==> src/rtl/fwd_hazard_tracker.sv <==
// Forwarding-select and hazard-stall generator. Keeps its own shift-register record of
// in-flight register writes across FWD_DEPTH post-EX stages.
module fwd_hazard_tracker #(
  parameter int unsigned ADDR_W    = 5,
  parameter int unsigned FWD_DEPTH = 2,
  parameter int unsigned SEL_W     = $clog2(FWD_DEPTH + 1),
  parameter int unsigned BR_IN_ID  = 1,
  parameter int unsigned CNT_W     = 16
) (
  input  logic              clk,
  input  logic              rstn,
  input  logic              ex_valid,
  input  logic              ex_reg_write,
  input  logic              ex_mem_read,
  input  logic [ADDR_W-1:0] ex_rd,
  input  logic [ADDR_W-1:0] ex_rs,
  input  logic [ADDR_W-1:0] ex_rt,
  input  logic              id_valid,
  input  logic              id_branch,
  input  logic [ADDR_W-1:0] id_rs,
  input  logic [ADDR_W-1:0] id_rt,
  output logic [SEL_W-1:0]  fwd_a,
  output logic [SEL_W-1:0]  fwd_b,
  output logic [SEL_W-1:0]  br_fwd_a,
  output logic [SEL_W-1:0]  br_fwd_b,
  output logic              stall,
  output logic [CNT_W-1:0]  stall_cnt,
  output logic              hazard_err
);

  // Index 0 is S1 (EX/MEM), index FWD_DEPTH-1 is the last stage before regfile write.
  logic [FWD_DEPTH-1:0]             v_q;
  logic [FWD_DEPTH-1:0]             ld_q;
  logic [FWD_DEPTH-1:0][ADDR_W-1:0] rd_q;
  logic [CNT_W-1:0]                 stall_cnt_q;
  logic                             hazard_err_q;

  logic ex_wr, id_hit_ex, l_haz, b_haz, s1_ld_id_hit, s1_ld_ex_hit;

  // Youngest (smallest k) match wins; 0 means use the pipeline-register value.
  function automatic logic [SEL_W-1:0] match_sel(
    input logic [FWD_DEPTH-1:0]             v,
    input logic [FWD_DEPTH-1:0][ADDR_W-1:0] rd,
    input logic [ADDR_W-1:0]                src
  );
    logic [SEL_W-1:0] sel;
    logic             found;
    sel   = '0;
    found = 1'b0;
    for (int unsigned k = 0; k < FWD_DEPTH; k++) begin
      if (!found && v[k] && (rd[k] == src)) begin
        sel   = SEL_W'(k + 1);
        found = 1'b1;
      end
    end
    return sel;
  endfunction

  always_ff @(posedge clk or negedge rstn) begin
    if (!rstn) begin
      v_q  <= '0;
      ld_q <= '0;
      rd_q <= '0;
    end else begin
      v_q  <= {v_q[FWD_DEPTH-2:0], ex_wr};
      ld_q <= {ld_q[FWD_DEPTH-2:0], ex_mem_read};
      rd_q <= {rd_q[FWD_DEPTH-2:0], ex_rd};
    end
  end

  always_comb begin
    ex_wr        = ex_valid & ex_reg_write & (ex_rd != '0);
    id_hit_ex    = (ex_rd == id_rs) | (ex_rd == id_rt);
    l_haz        = ex_wr & ex_mem_read & id_hit_ex;
    s1_ld_id_hit = v_q[0] & ld_q[0] & ((rd_q[0] == id_rs) | (rd_q[0] == id_rt));
    s1_ld_ex_hit = v_q[0] & ld_q[0] & ((rd_q[0] == ex_rs) | (rd_q[0] == ex_rt));
    fwd_a        = match_sel(v_q, rd_q, ex_rs);
    fwd_b        = match_sel(v_q, rd_q, ex_rt);
  end

  if (BR_IN_ID != 0) begin : g_br
    logic             br_en;
    logic [SEL_W-1:0] sel_a, sel_b;
    always_comb begin
      br_en = id_valid & id_branch;
      sel_a = match_sel(v_q, rd_q, id_rs);
      sel_b = match_sel(v_q, rd_q, id_rt);
      // A load still in S1 has no data yet; the stall covers it.
      br_fwd_a = (br_en && !((sel_a == SEL_W'(1)) && ld_q[0])) ? sel_a : '0;
      br_fwd_b = (br_en && !((sel_b == SEL_W'(1)) && ld_q[0])) ? sel_b : '0;
      b_haz    = id_branch & ((ex_wr & id_hit_ex) | s1_ld_id_hit);
    end
  end else begin : g_no_br
    assign br_fwd_a = '0;
    assign br_fwd_b = '0;
    assign b_haz    = 1'b0;
  end

  assign stall = id_valid & (l_haz | b_haz);

  always_ff @(posedge clk or negedge rstn) begin
    if (!rstn) begin
      stall_cnt_q  <= '0;
      hazard_err_q <= 1'b0;
    end else begin
      if (stall && (stall_cnt_q != '1)) begin
        stall_cnt_q <= stall_cnt_q + 1'b1;
      end
      if (s1_ld_ex_hit) begin
        hazard_err_q <= 1'b1;
      end
    end
  end

  assign stall_cnt  = stall_cnt_q;
  assign hazard_err = hazard_err_q;

endmodule

==> config.mk <==
export PLATFORM = sky130hd
export DESIGN_NAME = fwd_hazard_tracker
export DESIGN_NICKNAME = d
export VERILOG_FILES = /design/src/rtl/fwd_hazard_tracker.sv
export SDC_FILE = /design/constraint.sdc
export NUM_CORES = 1
export LEC_CHECK = 0
export CAP_MARGIN = 20
export CORE_AREA = 2 2 71 73
export CTS_CLUSTER_DIAMETER = 120
export DETAILED_ROUTE_END_ITERATION = 8
export DIE_AREA = 0 0 73 75
export PLACE_DENSITY = 0.73
export SYNTH_ARGS = -nofsm -noshare
export SYNTH_HDL_FRONTEND = slang
export SYNTH_SLANG_ARGS = --single-unit
==> constraint.sdc <==
create_clock -name clk -period 1.9 [get_ports clk]
set_input_delay 0.19 -clock clk [delete_from_list [all_inputs] [get_ports clk]]
set_output_delay 0.19 -clock clk [all_outputs]
set_load 0.02 [all_outputs]
## After elaboration in Yosys (flattened, before gate mapping)

Index checks and enable logic that the tools add are counted.

- Logic and storage cells: 74
- Register bits after elaboration: 30
- Output and inout port bits: 26

- Multiplexer cells: 14
- Eq/ne operators: 13
- Bitwise gates (word level): 16
- Add/subtract/negate cells: 1
- Reductions and logical operators: 24

Operators by type and width:

| kind | count |
|---|---|
| $eq A5 B5 Y1 | 10 |
| $logic_and A1 B1 Y1 | 17 |
| $add A16 B1 Y16 const B | 1 |
| $ne A16 B16 Y1 const B | 1 |
| $mux W2 | 6 |
| $and A1 B1 Y1 | 11 |
| $mux W1 | 8 |
| $logic_not A1 Y1 | 6 |
| $or A1 B1 Y1 | 5 |
| $reduce_bool A5 Y1 | 1 |
| $eq A2 B1 Y1 const B | 2 |

## Longest topological paths before layout

- Word-level depth: 12
- Mapped depth: 7
- Mapped depth without buffers: 7

## Worst setup path before layout

No wires, ideal clock.

- Path type: register -> output
- From: reg rd_q[0] (netlist name)
- To: out br_fwd_b[1]
- Data arrival time: 1.828 ns
- Cell stages (with the launch flop): 5
- Required time: 1.710 ns
- Slack: -0.118 ns
- Path through: dfrtp_1 xnor2_1 nand3_1 nor2_1 a2111oi_0

- Longest elaborated chain between the ends: 12
- Elaborated cells on any way between the ends: 13
- Those cells by class: 2 x eq/ne; 4 x mux; 7 x reduce/logical

RTL lines:

| what | line | RTL |
|---|---|---|
| start: declaration | 34 | `logic [FWD_DEPTH-1:0][ADDR_W-1:0] rd_q;` |
| start signal: assignment | 67 | `rd_q <= {rd_q[FWD_DEPTH-2:0], ex_rd};` |
| $eq A5 B5 Y1 (*) | 51 | `if (!found && v[k] && (rd[k] == src)) begin` |
| $logic_and A1 B1 Y1 (*) | 51 |  |
| $mux W1 | 51 |  |
| $logic_not A1 Y1 | 51 |  |
| $logic_and A1 B1 Y1 (2 in a row) | 51 |  |
| $mux W2 (*) | 51 |  |
| $eq A2 B1 Y1 | 90 | `br_fwd_b = (br_en && !((sel_b == SEL_W'(1)) && ld_q[0])) ? sel_b : '0;` |
| $logic_and A1 B1 Y1 | 90 |  |
| $logic_not A1 Y1 | 90 |  |
| $logic_and A1 B1 Y1 | 90 |  |
| $mux W2 (*) | 90 |  |
| end: declaration | 25 | `output logic [SEL_W-1:0] br_fwd_b,` |

Mark *: on every way between the ends. The rest lies on a longest branch, timed or not.

## Worst setup path after layout

- From: reg rd_q[3] (netlist name)
- To: out fwd_a[1]

- Longest elaborated chain between the ends: 7

RTL lines:

| what | line | RTL |
|---|---|---|
| $eq A5 B5 Y1 | 51 |  |
| $logic_and A1 B1 Y1 | 51 |  |
| $mux W1 | 51 |  |
| $logic_not A1 Y1 | 51 |  |
| $logic_and A1 B1 Y1 (2 in a row) | 51 |  |
| $mux W2 | 51 |  |
| end: declaration | 22 | `output logic [SEL_W-1:0] fwd_a,` |

Every way passes these cells.

==> flow_summary.ini <==
[pwr]
share_seq_of_total_power = 0.422
p_sw_uw = 463.5
power.ir.vdd_worst_v = 0.0004682
comb_power_share = 0.259
power_report.internal_total_mw = 1.205
p_clk_frac = 0.319
power.switching_fraction = 0.2778
power.density_mw_per_mm2 = 546.9
total_leakage_power_nw = 1.323

[detailed_routing]
drt-initial-drc-count = 76
vias_per_cell = 5.110
met3RoutedLength_um = 232
wl_met2_um = 2644
totalWireLength_um = 5354
route.vias.total = 1712
routed.top_layer = met4
ant_nets = 0
routed_length_per_instance_um = 15.98
firstDrtPassIters = 4
route.detailed.drc = 0
wire_length_on_met1_um = 2347

[final_layout]
most_common_library_cell_in_the_layout_ignoring_fill_and_taps = buf_4
fillers = 356
fraction_of_layout_cells_with_a_size_suffix_above_1 = 0.3274
fin_area_mm2 = 0.003050
layout_common_cells = buf_4 (42), clkdlybuf4s50_1 (40), xnor2_1 (37)
syn2layout_area_growth_pct = 61.03
num_antenna_cells = 0
num-nets-final = 313

[sta]
finalWorstPathRequiredPeriod_ns = 1.967
report.final.setup_viol = 4
fmax_mhz = 508.5
timing.max_slew.rel_slack = 0.7386
fin_ws_ns = -0.06663
worst-slew-pin-transition_ns = 0.3921
slew_viol_final = 0
final.period_utilization = 1.035
finalHoldViolations = 0
finClkSkew_ns = 0.004114
rsz0062_at_grt = yes

[outcome]
failed_checks = negative setup slack
run_status = complete, but fails checks

[worst_hold_path]
holdCritPathClass = in -> reg

[place]
place_hpwl_um = 3861
finalWeightedCongestion = 0.8572
place_area_mm2 = 0.002766
io_buffers = 57
dp_slack_ns = -0.6070

[clocking]
clockBufferDepth = 2
cts.reportedPaths.clkPinSlew_ns = 0.06
cts-htree-levels = 2
clock_insertion_delay_worst_skew_ns = 0.28
root_buf_cell = clkbuf_8
tritoncts = built
clkSinkCount = 30
numCtsBuffers = 5

[floorplan]
design.die.area_mm2 = 0.005475
core_mm2 = 0.004661
initial_utilization = 0.4064
rows = 25
die_width_um = 73
chipHeight_um = 75
num_io_pins = 58

[worst_setup_path]
timing.critical_path.from_type = register
worst_ep_arrival_time_ns = 1.78
end_kind = output pin
crit_path_max_fanout = 3
critPathRequiredTime_ns = 1.71
worst_path_largest_cell_delay_ns = 0.42
setup.worst_path.class = reg -> out
critical-path-slowest-cell = dfrtp_1
timing.critical_path.cells = buf_6 -> xor2_1 -> nor4_4 -> and3_4 -> nor2_1 -> buf_4

[synthesis]
syn_nets = 208
ys_types = 31
synth.yosys.seq_area_share = 0.3963
postSynthAreaPerCell_um2 = 10.82
post_synth_inst_count = 175
post_synth_instance_area_mm2 = 0.001894
ys.warnings.count = 0
ys_seq_elements = 30

[grt]
number_of_global_route_vias_before_repair = 1716
grt_antenna_before_repair = 0
grt-ovfl-total = 0
total_routing_usage_gr = 0.1992
global_route_wire_length_before_repair_um = 8190
largest_net_degree_at_the_start_of_global_routing = 31

[job]
max_cap_violations = 0
-- kinds of logic (layout without fill, tap and decap cells) --
group	count (synthesis)	in the layout	share of synthesized area
xor gates and xnor gates	65	65	0.3005
and+or+nand+nor	52	52	0.1473
DFF	30	30	0.3963
AOI/OAI and AO/OA	22	22	0.1275
buffers and inverters	4	110	0.01585
adders and majority gates	1	1	0.006604
muxes	1	1	0.005944
-- registers in the layout, summed over array words and instances, names as in the netlist --
signal,flops
ld_q,1
v_q,2
rd_q,10
stall_cnt,16
hazard_err,1
-- stage by stage --
stage               std cells  hold WS [ns]  TNS, ns  utilization  power (mW)
floorplan                 175       -0.1056        0            -      0.8672
detailed placement        318        0.4576   -8.676       0.5936       1.105
finish                    335        0.1759  -0.1626       0.6545       1.668
global route              335        0.1789  -0.6877       0.6545       1.747
CTS                       329        0.2672  -0.1139       0.6212       1.654
global placement          318        0.4556   -7.636       0.5936       1.096
-- final timing paths --
path	start	to	slack, ns	cells after the start
max in group asynchronous	rstn	rd_q[8]	1.32	2
worst min-delay path	ex_rd[4]	rd_q[4]	0.18	1
worst max-delay path	rd_q[3]	fwd_a[1]	-0.07	6
min in group asynchronous	rstn	stall_cnt[0]	0.29	2
worst max register to register	rd_q[0]	stall_cnt[1]	0.02	8
worst min register to register	hazard_err	hazard_err	0.47	1
-- worst max-delay path: cells and delay by family, from the launching register on --
kind / cells / cell delay (ns)
buf+inv: 2 / 0.29
simple gates: 3 / 0.60
xor+xnor: 1 / 0.18
flops: 1 / 0.42
-- power groups by stage --
stage	Combinational (mW)	Clock (mW)	Sequential [mW]
6_report	0.432	0.532	0.704
5_1_grt	0.461	0.575	0.711
4_1_cts	0.403	0.547	0.704
3_5_place_dp	0.390	0	0.715
3_3_place_gp	0.382	0	0.714
2_1_floorplan	0.123	0	0.745
-- synth_stat cells (all sizes together) --
cell type / n / area share
xnor2: 40 / 0.18
dfrtp: 30 / 0.40
xor2: 25 / 0.12
nand3: 10 / 0.026
and3: 8 / 0.026
nor2: 7 / 0.014
o211ai: 7 / 0.046
nand2: 6 / 0.012
nor4: 5 / 0.017
o2111ai: 5 / 0.023
nand4: 4 / 0.013
nor3: 4 / 0.011
o21ai: 4 / 0.017
and2: 2 / 0.0066
buf: 2 / 0.012
inv: 2 / 0.0040
or2: 2 / 0.0066
a2111oi: 1 / 0.0046
a21oi: 1 / 0.0086
a31oi: 1 / 0.0033
and4: 1 / 0.0046
ha: 1 / 0.0066
mux2: 1 / 0.0059
nand2b: 1 / 0.0033
nand3b: 1 / 0.0040
o2111a: 1 / 0.011
o22ai: 1 / 0.0033
o311a: 1 / 0.011
or3: 1 / 0.0033
-- per-layer routing --
| layer | GRT usage | vias to the layer above |
|---|---|---|
| met5 | 0 | - |
| met4 | 0.09671 | 0 |
| met3 | 0.03614 | 12 |
| met2 | 0.3333 | 47 |
| met1 | 0.2489 | 825 |
| li1 | - | 828 |
-- timing repair --
item,in CTS,in global routing
hold buffers,0,0
gates resized for setup,61,23
pin swaps,13,13
setup endpoints to repair,17,16
buffers inserted,3,6
-- layout make-up --
type | count | area, µm² | share of cell area
Multi-Input combinational cell | 141 | 1226 | 0.4020
Timing Repair Buffer | 100 | 907.1 | 0.2974
Sequential cell | 30 | 750.7 | 0.2461
Clock buffer | 7 | 86.33 | 0.02830
Tap cell | 54 | 67.56 | 0.02215
Inverter | 2 | 7.507 | 0.002461
Clock inverter | 1 | 5.005 | 0.001641
Note: power is estimated with default switching activity, not from simulation.
